==> src/rtl/counter_report_top.sv <==
// counter_report_top
//   Prescaled up/down counter with pause, a multiplexed hex 7-segment display
//   of the low NUM_DIGITS nibbles, and a UART reporter that frames every new
//   count value as ceil(WIDTH/8) bytes (MSB first) followed by 0x0A.
//
// Ports
//   clk               system clock, rising edge
//   i_reset_n         asynchronous active-low reset
//   i_up              count direction (1 up, 0 down), sampled on tick only
//   i_pause           hold count on tick (prescaler keeps running)
//   i_uart_busy       busy flag from the uart_transmitter
//   o_count           current count
//   o_led             count LSB
//   o_segment_enable  segments a..g, active-low ([0] = a)
//   o_display_enable  digit select, active-low one-hot ([k] = digit k)
//   o_dot_enable      decimal point, active-low (pause indicator on digit 0)
//   o_uart_data       byte being offered to the transmitter
//   o_uart_start      transmit request, held until busy is seen
//   o_overrun         sticky: a count value was dropped unreported
//
// Reset asserts asynchronously; its release is expected to be synchronous to
// clk (the board reset block already provides that).
module counter_report_top #(
  parameter int WIDTH      = 32,
  parameter int TICK_DIV   = 100000000,
  parameter int SCAN_DIV   = 100000,
  parameter int NUM_DIGITS = 4
) (
  input  logic                  clk,
  input  logic                  i_reset_n,
  input  logic                  i_up,
  input  logic                  i_pause,
  input  logic                  i_uart_busy,
  output logic [WIDTH-1:0]      o_count,
  output logic                  o_led,
  output logic [0:6]            o_segment_enable,
  output logic [0:NUM_DIGITS-1] o_display_enable,
  output logic                  o_dot_enable,
  output logic [7:0]            o_uart_data,
  output logic                  o_uart_start,
  output logic                  o_overrun
);

  localparam int BYTES = (WIDTH + 7) / 8;
  localparam int PW    = $clog2(TICK_DIV);
  localparam int SW    = $clog2(SCAN_DIV);
  localparam int DW    = (NUM_DIGITS > 1) ? $clog2(NUM_DIGITS) : 1;
  localparam int IW    = $clog2(BYTES + 1);

  typedef enum logic [1:0] {IDLE, START, ACK, DRAIN} state_t;

  // ---------------- prescaler / counter ----------------
  logic [PW-1:0]    presc_q;
  logic [WIDTH-1:0] count_q, count_step;
  logic             tick, upd;

  assign tick       = (presc_q == PW'(TICK_DIV - 1));
  assign upd        = tick & ~i_pause;
  assign count_step = i_up ? count_q + WIDTH'(1) : count_q - WIDTH'(1);

  always_ff @(posedge clk or negedge i_reset_n) begin
    if (!i_reset_n) begin
      presc_q <= '0;
      count_q <= '0;
    end else begin
      presc_q <= tick ? '0 : presc_q + PW'(1);
      if (upd) count_q <= count_step;
    end
  end

  assign o_count = count_q;
  assign o_led   = count_q[0];

  // ---------------- UART reporter ----------------
  state_t               state_q, state_d;
  logic [IW-1:0]        idx_q, idx_d;
  logic [BYTES*8-1:0]   shadow_q, shadow_d;
  logic                 ovr_q, ovr_d;
  logic [7:0]           byte_sel;

  always_comb begin
    state_d  = state_q;
    idx_d    = idx_q;
    shadow_d = shadow_q;
    // Any update that finds the reporter away from IDLE is lost, including
    // the one landing on the DRAIN->IDLE cycle.
    ovr_d    = ovr_q | (upd & (state_q != IDLE));
    case (state_q)
      IDLE: if (upd) begin
        shadow_d = (BYTES*8)'(count_step);
        idx_d    = IW'(BYTES);
        state_d  = START;
      end
      START: if (i_uart_busy) state_d = ACK;
      ACK:   if (!i_uart_busy) state_d = DRAIN;
      DRAIN: begin
        if (idx_q == '0) state_d = IDLE;
        else begin
          idx_d   = idx_q - IW'(1);
          state_d = START;
        end
      end
      default: state_d = IDLE;
    endcase
  end

  // idx counts down BYTES..1 over the value bytes, 0 selects the terminator.
  always_comb begin
    byte_sel = 8'h0A;
    for (int j = 1; j <= BYTES; j++)
      if (idx_q == IW'(j)) byte_sel = shadow_q[8*(j-1) +: 8];
  end

  always_ff @(posedge clk or negedge i_reset_n) begin
    if (!i_reset_n) begin
      state_q  <= IDLE;
      idx_q    <= '0;
      shadow_q <= '0;
      ovr_q    <= 1'b0;
    end else begin
      state_q  <= state_d;
      idx_q    <= idx_d;
      shadow_q <= shadow_d;
      ovr_q    <= ovr_d;
    end
  end

  // Decoded from state so an async reset drops the request immediately.
  assign o_uart_start = (state_q == START);
  assign o_uart_data  = (state_q == START) ? byte_sel : 8'h00;
  assign o_overrun    = ovr_q;

  // ---------------- 7-segment scan ----------------
  function automatic logic [0:6] hex7(input logic [3:0] n);
    case (n)
      4'h0: hex7 = 7'b0000001;  4'h1: hex7 = 7'b1001111;
      4'h2: hex7 = 7'b0010010;  4'h3: hex7 = 7'b0000110;
      4'h4: hex7 = 7'b1001100;  4'h5: hex7 = 7'b0100100;
      4'h6: hex7 = 7'b0100000;  4'h7: hex7 = 7'b0001111;
      4'h8: hex7 = 7'b0000000;  4'h9: hex7 = 7'b0000100;
      4'hA: hex7 = 7'b0001000;  4'hB: hex7 = 7'b1100000;
      4'hC: hex7 = 7'b0110001;  4'hD: hex7 = 7'b1000010;
      4'hE: hex7 = 7'b0110000;  default: hex7 = 7'b0111000;
    endcase
  endfunction

  logic [SW-1:0]           scan_q;
  logic [DW-1:0]           dig_q;
  logic                    scan_wrap;
  logic [3:0]              nib;
  logic [0:6]              seg_q, seg_d;
  logic [0:NUM_DIGITS-1]   disp_q, disp_d;
  logic                    dot_q, dot_d;

  assign scan_wrap = (scan_q == SW'(SCAN_DIV - 1));

  always_comb begin
    nib    = 4'h0;
    disp_d = '1;
    for (int k = 0; k < NUM_DIGITS; k++) begin
      if (dig_q == DW'(k)) begin
        nib       = count_q[4*k +: 4];
        disp_d[k] = 1'b0;
      end
    end
    seg_d = hex7(nib);
    dot_d = ~((dig_q == '0) & i_pause);
  end

  always_ff @(posedge clk or negedge i_reset_n) begin
    if (!i_reset_n) begin
      scan_q <= '0;
      dig_q  <= '0;
      seg_q  <= '1;
      disp_q <= '1;
      dot_q  <= 1'b1;
    end else begin
      scan_q <= scan_wrap ? '0 : scan_q + SW'(1);
      if (scan_wrap)
        dig_q <= (dig_q == DW'(NUM_DIGITS - 1)) ? '0 : dig_q + DW'(1);
      seg_q  <= seg_d;
      disp_q <= disp_d;
      dot_q  <= dot_d;
    end
  end

  assign o_segment_enable = seg_q;
  assign o_display_enable = disp_q;
  assign o_dot_enable     = dot_q;

endmodule

==> config.mk <==
export PLATFORM = sky130hd
export DESIGN_NAME = counter_report_top
export DESIGN_NICKNAME = d
export VERILOG_FILES = /design/src/rtl/counter_report_top.sv
export SDC_FILE = /design/constraint.sdc
export NUM_CORES = 1
export LEC_CHECK = 0
export BUFFER_PORTS_ARGS = -buffer_cell sky130_fd_sc_hd__buf_4
export CAP_MARGIN = 30
export CORE_UTILIZATION = 65
export CTS_BUF_LIST = sky130_fd_sc_hd__clkbuf_16
export DETAILED_ROUTE_END_ITERATION = 10
export MAX_ROUTING_LAYER = met4
export PLACE_DENSITY = 0.86
export SYNTH_ARGS = -nofsm -noshare
export SYNTH_HDL_FRONTEND = slang
export SYNTH_SLANG_ARGS = --single-unit
==> constraint.sdc <==
create_clock -name clk -period 6.7 [get_ports clk]
set_input_delay 0 -clock clk [delete_from_list [all_inputs] [get_ports clk]]
set_output_delay 0 -clock clk [all_outputs]
set_load 0.05 [all_outputs]
Word level (Yosys, flattened, before mapping) --
Memory sizes are Yosys's and may differ from the RTL's. A register that Yosys moved wholly into a read port is not among the register bits. Cells that the tools add are included.
Cells by class: $add $sub $neg 6, eq/ne operators 16, muxes and demuxes 25, bitwise logic cells 6, reduce and logical (&&, ||, !) cells 9
Operators with widths (number):
- $mux W8 | 5
- $add A32 B1 Y32 const B | 1
- $mux W32 | 1
- $sub A32 B1 Y32 const B | 1
- $add A27 B1 Y27 const B | 1
- $eq A27 B27 Y1 const B | 1
- $mux W27 | 1
- $add A17 B1 Y17 const B | 1
- $eq A17 B17 Y1 const B | 1
- $mux W17 | 1
- $mux W4 | 4
- $eq A2 B2 Y1 const B | 4
- $mux W2 | 4
- $ne A2 B2 Y1 const B | 4
- $pmux W2 S4 | 1
- $eq A3 B2 Y1 const B | 2
- $mux W3 | 2
- $pmux W3 S2 | 1
- $reduce_and A3 Y1 | 2
- $mux W1 | 5
- $eq A2 B1 Y1 const B | 2
- $logic_not A2 Y1 | 2
- $reduce_bool A2 Y1 | 2
- $and A1 B1 Y1 | 3
- 9 further kinds | 10
Word-level totals: flip-flop bits (word level) 121, ROM bits 112, input port bits 5, output and inout bits 55, word-level logic and storage cells 73, memories 1
Memories:
- (name not given) | depth 16, bits a word 7, rd ports 1, clocked after Yosys merged registers in 1, write ports 0, line 135 | case (n)

Logic depth before layout (Yosys ltp) --
Gate-level depths: netlist of run 1.
depth in word-level cells 6, depth in mapped cells 14, mapped depth without buffers 14

Worst setup path before layout of run 1 --
Ideal clock, no wire load.
kind reg2reg, from reg count_q[7], in the netlist o_count[7], to reg count_q[20], in the netlist o_count[20], setup time 0.133 ns, arrival 2.766 ns, data required time 6.567 ns, setup slack 3.801 ns, cell stages (with the launch flop) 11, path buffers 0, clock period less this slack 2.899 ns, cell sequence dfrtp_1 -> ha_1 -> nand2_1 -> or4b_1 -> o22ai_1 -> o21ai_1 -> a21boi_1 -> o21ai_1 -> a221oi_1 -> xor2_1 -> o21ai_0
Between the ends: longest elaborated chain between the ends 2, elaborated cells between the ends (all ways) 3, classes of those cells 2 x add/sub; 1 x mux
RTL lines:
- start, declared | line 54 | logic [WIDTH-1:0] count_q, count_step;
- start signal, assigned | line 67 | if (upd) count_q <= count_step;
- $sub A32 B1 Y32 / $add A32 B1 Y32 (equally long branches) | line 59 | assign count_step = i_up ? count_q + WIDTH'(1) : count_q - WIDTH'(1);
- $mux W32 (*) | line 59
Every way passes the cells marked *; elsewhere a longest branch is shown, timed or not. A chain may end at the register's enable or synchronous reset.

Worst setup path in the final report of run 1 --
from reg presc_q[17], to reg idx_q[2]
Between the ends: longest elaborated chain between the ends 4
RTL lines:
- start, declared | line 53 | logic [PW-1:0] presc_q;
- start signal, assigned | line 66 | presc_q <= tick ? '0 : presc_q + PW'(1);
- $eq A27 B27 Y1 | line 57 | assign tick = (presc_q == PW'(TICK_DIV - 1));
- $and A1 B1 Y1 | line 58 | assign upd = tick & ~i_pause;
- $ne A2 B2 Y1 (no line)
- $reduce_and A3 Y1 (no line)
- end signal, assigned | line 122 | idx_q <= idx_d;
- end, declared | line 76 | logic [IW-1:0] idx_q, idx_d;
No other way between the ends.

==> summary.md, run 1 <==
| Metric | Value |
|---|---|
| Synth top area share | 39.84% |
| Vias post-DR | 6174 |
| Critical Path RT | 7.06 ns |
| CTS tree | built |
| Post-synth EDFFs | 0 |
| Setup-failing EPs final | 0 |
| Top FF cell, synth | dfrtp_1 |
| Final Slew Violations | 0 |
| Worst-margin pin slew | 0.8604 ns |
| Commonest cells post-synth | dfrtp_1 (116), nand2_1 (106), o21ai_0 (84), nor2_1 (67), ha_1 (52) |
| Fin crit share | 57.57% |
| FF-to-FF path depth | 9 |
| Mapped Nets | 854 |
| CP startpoint kind | register |
| Post-synth top area cell | dfrtp_1 |
| Num rows | 38 |
| Ant. Diodes | 0 |
| Drt pass-1 iters | 7 |
| PD cells | 250.5 nW/µm² |
| RSZ-0062 raised after global routing | false |
| Netlist cell types | 54 |
| Overall Global Routing Usage | 33.49% |
| Share of synthesized registers carrying an async set or reset | 100.0% |
| Post-route cell area | 8468 µm² |
| DP Wirelength | 12030 µm |
| Most frequent cell after synthesis | dfrtp_1 |
| Post-Synthesis Cell Area | 7287 µm² |
| Post-CTS setup buffer count | 0 |
| Die width | 107.9 µm |
| Flop2flop setup slack | 2.84 ns |
| Sum of negative setup slack | 0 ns |
| Crit. End Element | register |
| Reg2Reg Capture Point | idx_q[2] |
| Register area share after synthesis | 44.16% |
| Clk root buf | clkbuf_16 |
| Vias per cell | 6.168 |
| Fraction of layout cells with a size suffix above 1 | 12.20% |
| CTS clock-pin slew for the worst setup and hold paths | 0.06 ns |
| Die area | 11640 µm² |
| First-pass GRT wire length | 28970 µm |
| Yosys warning count | 0 |
| # nets final | 906 |
| DRC | 0 |
| Fin crit period | 3.857 ns |
| Hold Vio Cnt, Final | 0 |
| Clock Latency Late Sink | 0.43 ns |
| Vias in the first global route | 6023 |
| Lkg Pwr | 4.149 nW |
| Peak VDD IR | 0.1670 mV |
| Core area | 10890 µm² |
| Slew headroom | 42.64% |
| Cts bufs inserted | 17 |
| Overflow after GRT | 0 |
| Seq cells post-synth | 128 |
| Final WL | 17620 µm |
| Maxcap violations | 0 |
| IO Count | 60 |
| Count of input and output buffers | 59 |
| Initial antenna violation count | 0 |
| Hold Path Class | input port to async pin |
| Synth top area cells | dfrtp_1 (40%), ha_1 (8.9%), o21ai_0 (5.8%) |
| Die extent in y | 107.9 µm |
| Fmax | 0.2592 GHz |
| DRT antenna net count | 0 |
| Post-Place Cell Area | 7802 µm² |
| Final Skew | 0.006417 ns |
| Mapped Cells | 796 |
| FF-to-FF Start | presc_q[17] |
| Starting density of the core | 66.93% |
| H-tree Lvls | 4 |
| Clk buf depth | 2 |
| Avg WL per Cell | 17.60 µm |
| Synthesis-to-layout area growth | 16.21% |
| CTS Sinks | 128 |
| Status | complete, no violations |
| Arrival time worst endpoint | 4.22 ns |
| GPL Wtd Cong | 0.8950 |
| Final Util | 77.78% |
| Synthesized area per cell | 9.155 µm² |
| Critical path class | register to register |
| Largest net degree at the start of global routing | 66 |
| Crit-path max FO | 38 |
| DR iter-0 viols | 459 |
[area by class of cell]
class                      instances  area [µm²]
multi-input combinational        608        3819
sequential                       128        3218
fill                             733        2420
timing repair buffer              67       533.0
clock buffer                      17       425.4
clock inverter                    15       200.2
tap                              140       175.2
inverter                          26       97.59
[cell usage in the layout (no fill, tap or decap), types with 3 or more instances in the layout]
| cell type | Yosys | final |
|---|---|---|
| dfrtp_1 | 116 | 116 |
| nand2_1 | 106 | 106 |
| o21ai_0 | 84 | 84 |
| nor2_1 | 67 | 67 |
| buf_4 | 2 | 62 |
| ha_1 | 52 | 52 |
| a21oi_1 | 46 | 46 |
| xor2_1 | 36 | 36 |
| xnor2_1 | 35 | 35 |
| nand3_1 | 30 | 30 |
| inv_1 | 26 | 28 |
| a21o_1 | 19 | 19 |
| clkbuf_16 | 0 | 17 |
| nand4_1 | 14 | 14 |
| dfstp_2 | 12 | 12 |
| and3_1 | 11 | 11 |
| and2_1 | 10 | 10 |
| o21ai_1 | 10 | 10 |
| nor2b_1 | 9 | 9 |
| nor3_1 | 7 | 7 |
| o211ai_1 | 7 | 7 |
| a22oi_1 | 7 | 7 |
| o31ai_1 | 5 | 5 |
| bufinv_16 | 0 | 5 |
| o21bai_1 | 4 | 4 |
| clkinv_1 | 0 | 4 |
| dlygate4sd3_1 | 0 | 4 |
| a221o_1 | 3 | 3 |
| a211oi_1 | 3 | 3 |
| a22o_1 | 3 | 3 |
| nor4_1 | 3 | 3 |
| o22ai_1 | 3 | 3 |
| and4_1 | 3 | 3 |
| a221oi_1 | 3 | 3 |
| a311oi_1 | 3 | 3 |
| clkinvlp_4 | 0 | 3 |
[sequential cells by signal, indices dropped and copies added, names as in the netlist]
name / cells
presc_q: 27
scan_q: 17
idx_q: 3
o_count: 32
o_overrun: 1
dig_q: 2
o_segment_enable: 7
o_display_enable: 4
o_dot_enable: 1
shadow_q: 32
state_q: 2
[worst max path at each step]
stage | from | to | slack [ns] | cells past startpoint
finish | presc_q[17] | idx_q[2] | 2.84 | 9
global route | presc_q[17] | idx_q[2] | 2.57 | 9
CTS | presc_q[17] | idx_q[2] | 2.92 | 9
detailed placement | presc_q[17] | idx_q[2] | 2.94 | 9
global placement | i_up | o_count[30] | 3.15 | 12
floorplan | o_count[7] | o_count[20] | 3.80 | 10
[what timing repair did]
action,4_1_cts,5_1_grt
hold buffers,4,0
endpoints found under the hold margin,59,0
resized for setup,0,0
[worst max-delay path, cell delays in order, from the launching register on]
cell,delay (ns)
dfrtp_1,0.42
or4b_1,0.55
nor4_2,0.33
and2b_1,0.57
nor2b_1,0.53
nand2_1,0.60
buf_4,0.46
o21ai_0,0.13
a32oi_1,0.12
nand2_1,0.07
[where the power goes]
| group | leakage (nW) | internal [W] | switching (W) |
|---|---|---|---|
| Sequential | 1.70 | 0.000790 | 0.0000280 |
| Clock | 0.301 | 0.000650 | 0.000340 |
| Combinational | 2.15 | 0.000105 | 0.000208 |
[through the flow]
step | worst slack [ns] | cells | hold WS (ns) | power [W]
2_1_floorplan | 3.801 | 796 | -0.2956 | 0.001045
3_3_place_gp | 3.154 | 964 | 0.1376 | 0.001113
3_5_place_dp | 2.939 | 965 | 0.1502 | 0.001133
4_1_cts | 2.916 | 1001 | 0.2577 | 0.002119
5_1_grt | 2.567 | 1001 | 0.3050 | 0.002190
6_report | 2.843 | 1001 | 0.2327 | 0.002121
[metal layers]
metal,track usage (%),vias up,part of all wire (%)
li1,-,2887,-
met1,42.52,3005,43
met2,53.21,235,49
met3,5.993,47,5.7
met4,13.80,0,2.7
met5,-,-,0
[kinds of logic after synthesis]
logic type / share of synthesized area, %
xor gates and xnor gates: 8.534
buffers and inverters: 3.434
and+or+nand+nor: 16.93
AOI/OAI and AO/OA: 17.45
adders and majority gates: 9.203
muxes: 0.2919
DFF: 44.16
No activity file was read; power rests on OpenSTA's default activity.
==> run 2, diff against run 1 <==
CORE_UTILIZATION = 55   (was 65)
PLACE_DENSITY = 0.77   (was 0.86)
clock period = 3.5 ns   (was 6.7 ns; I/O delays follow)
==> summary.md, run 2 (synthesis gave the netlist of run 1 again) <==
| Metric | Value |
|---|---|
| Initial antenna violation count | 0 (unchanged) |
| Fraction of layout cells with a size suffix above 1 | 12.17% (-0.028 points) |
| Clk root buf | clkbuf_16 |
| H-tree Lvls | 4 (unchanged) |
| IO Count | 60 (unchanged) |
| CTS tree | built |
| Fin crit share | 89.72% |
| Drt pass-1 iters | 6 (-1) |
| CP startpoint kind | input port |
| Critical Path RT | 3.78 ns (-3.28 ns) |
| Fill count | 1057 (+44%) |
| Critical path class | input port to register |
| Finished Layout Cells | 1035 (+3.4%) |
| Status | complete, no violations |
| Crit-path max FO | 13 (-66%) |
| Peak VDD IR | 0.3066 mV (+84%) |
| Cts bufs inserted | 17 (unchanged) |
| P_int | 0.002727 W (+77%) |
| Post-CTS Resized | 0 (unchanged) |
| Setup-failing EPs final | 0 (unchanged) |
| Arrival time worst endpoint | 3.42 ns (-0.80 ns) |
| Post-CTS setup buffer count | 0 (unchanged) |
| Largest net degree at the start of global routing | 69 (+4.5%) |
| Lkg Pwr | 4.134 nW (-0.37%) |
| Final Slew Violations | 0 (unchanged) |
| Ant. Diodes | 0 (unchanged) |
| Switch share | 27.68% (+0.52 points) |
| DR iter-0 viols | 597 (+30%) |
| Worst hold slack | 0.2444 ns (+0.01172 ns) |
| Vias per cell | 5.851 (-5.1%) |
| GPL Wtd Cong | 0.9241 (+3.3%) |
| Worst-margin pin slew | 0.8513 ns (-0.009174 ns) |
| Count of input and output buffers | 59 (unchanged) |
| Die area | 13710 µm² (+18%) |
| Clock Latency Late Sink | 0.41 ns (-0.02 ns) |
| Slew headroom | 43.25% (+0.61 points) |
| Maxcap violations | 0 (unchanged) |
| CTS clock-pin slew for the worst setup and hold paths | 0.05 ns (about the same) |
| Clk pwr share | 42.8% (-3.8 points) |
| Switching power | 0.001044 W (+81%) |
| Die width | 117.1 µm (+8.6%) |
| Overall Global Routing Usage | 28.11% (-5.4 points) |
| Num rows | 41 (+7.9%) |
| Logic pwr share | 15.7% (+0.9 points) |
| Commonest non-fill, non-tap cell in the layout | dfrtp_1 |
| RSZ-0062 raised after global routing | false |
| Core area | 12770 µm² (+17%) |
| Avg WL per Cell | 16.48 µm (-6.3%) |
| Synthesis-to-layout area growth | 15.80% |
| # nets final | 910 (+0.44%) |
| Fin crit period | 3.140 ns |
| Die extent in y | 117.1 µm (+8.6%) |
| Most frequent cells in the layout | dfrtp_1 (116), nand2_1 (106), o21ai_0 (84), nor2_1 (67), buf_4 (66) |
| CTS Hold Bufs | 4 (unchanged) |
| Vias post-DR | 6056 (-1.9%) |
| Sum of negative setup slack | 0 ns (unchanged) |
| Final Skew | 0.007840 ns (+0.001423 ns) |
| Hold Vio Cnt, Final | 0 (unchanged) |
| FF-to-FF path depth | 7 (-2) |
| Worst Setup Slack, final | 0.3597 ns (-2.483 ns) |
| Pre-CTS WS | 0.5222 ns (-2.417 ns) |
| DRC | 0 (unchanged) |
| Seq pwr share | 41.5% (+2.9 points) |
| Overflow after GRT | 0 (unchanged) |
| Vias in the first global route | 5793 (-3.8%) |
| CTS Sinks | 128 (unchanged) |
| Placed cells | 1001 (+3.7%) |
| First-pass GRT wire length | 28390 µm (-2.0%) |
| Fmax | 0.3184 GHz |
| DRT antenna net count | 0 (unchanged) |
| Final WL | 17060 µm (-3.1%) |
| Hold Path Class | input port to async pin |
| Starting density of the core | 57.05% (-9.9 points) |
| DP Wirelength | 12260 µm (+1.9%) |
| PD cells | 446.9 nW/µm² (+78%) |
| Clk buf depth | 2 (unchanged) |
| Crit. End Element | register |
==> run 2: metrics by stage <==
step / cell area [µm²] / total power [W] / utilization, %
floorplan: 7287 / 0.002001 / -
global placement: 7865 / 0.002133 / 61.57
detailed placement: 7865 / 0.002165 / 61.57
CTS: 8438 / 0.003783 / 66.06
global route: 8438 / 0.003919 / 66.06
finish: 8438 / 0.003771 / 66.06
==> run 2: path summary, 6_finish.rpt <==
check                             from           end  slack [ns]
hold reg to reg              o_overrun     o_overrun        0.47
min in group clk               i_pause  o_dot_enable        0.29
setup reg to reg           presc_q[17]      idx_q[1]        0.53
max in group asynchronous    i_reset_n     o_overrun        2.44
setup / recovery                  i_up  shadow_q[31]        0.36
hold / removal               i_reset_n    scan_q[14]        0.24
==> run 2: metal layers <==
| metal | GRT usage [%] | wire [µm] | part of all wire, % |
|---|---|---|---|
| met5 | - | 0 | 0 |
| met3 | 5.561 | 834 | 4.9 |
| met4 | 9.367 | 297 | 1.7 |
| met1 | 35.89 | 7598 | 45 |
| met2 | 45.05 | 8330 | 49 |
==> run 2: cell type report <==
| cell class | instances | area [µm²] | share of cell area, % |
|---|---|---|---|
| multi-input combinational | 608 | 3819 | 45.26 |
| inverter | 26 | 97.59 | 1.157 |
| clock buffer | 17 | 425.4 | 5.042 |
| tap | 172 | 215.2 | 2.550 |
| sequential | 128 | 3218 | 38.14 |
| timing repair buffer | 71 | 555.5 | 6.584 |
| clock inverter | 13 | 107.6 | 1.275 |
==> run 2: power by group through the flow <==
stage / Sequential, W / Clock, W / Combinational (W)
2_1_floorplan: 0.00157 / 0 / 0.000434
3_3_place_gp: 0.00158 / 0 / 0.000551
3_5_place_dp: 0.00159 / 0 / 0.000578
4_1_cts: 0.00156 / 0.00163 / 0.000588
5_1_grt: 0.00157 / 0.00170 / 0.000649
6_report: 0.00156 / 0.00162 / 0.000592
==> run 2: critical path, cell delays in order <==
cell,delay (ns)
dlygate4sd3_1,0.53
buf_4,0.16
inv_1,0.27
buf_4,0.29
ha_1,0.30
a21oi_1,0.11
o21ai_0,0.32
o2111ai_1,0.17
nor2_1,0.27
a41oi_1,0.21
a311oi_1,0.35
xnor2_1,0.20
xnor2_1,0.14
o21ai_0,0.09
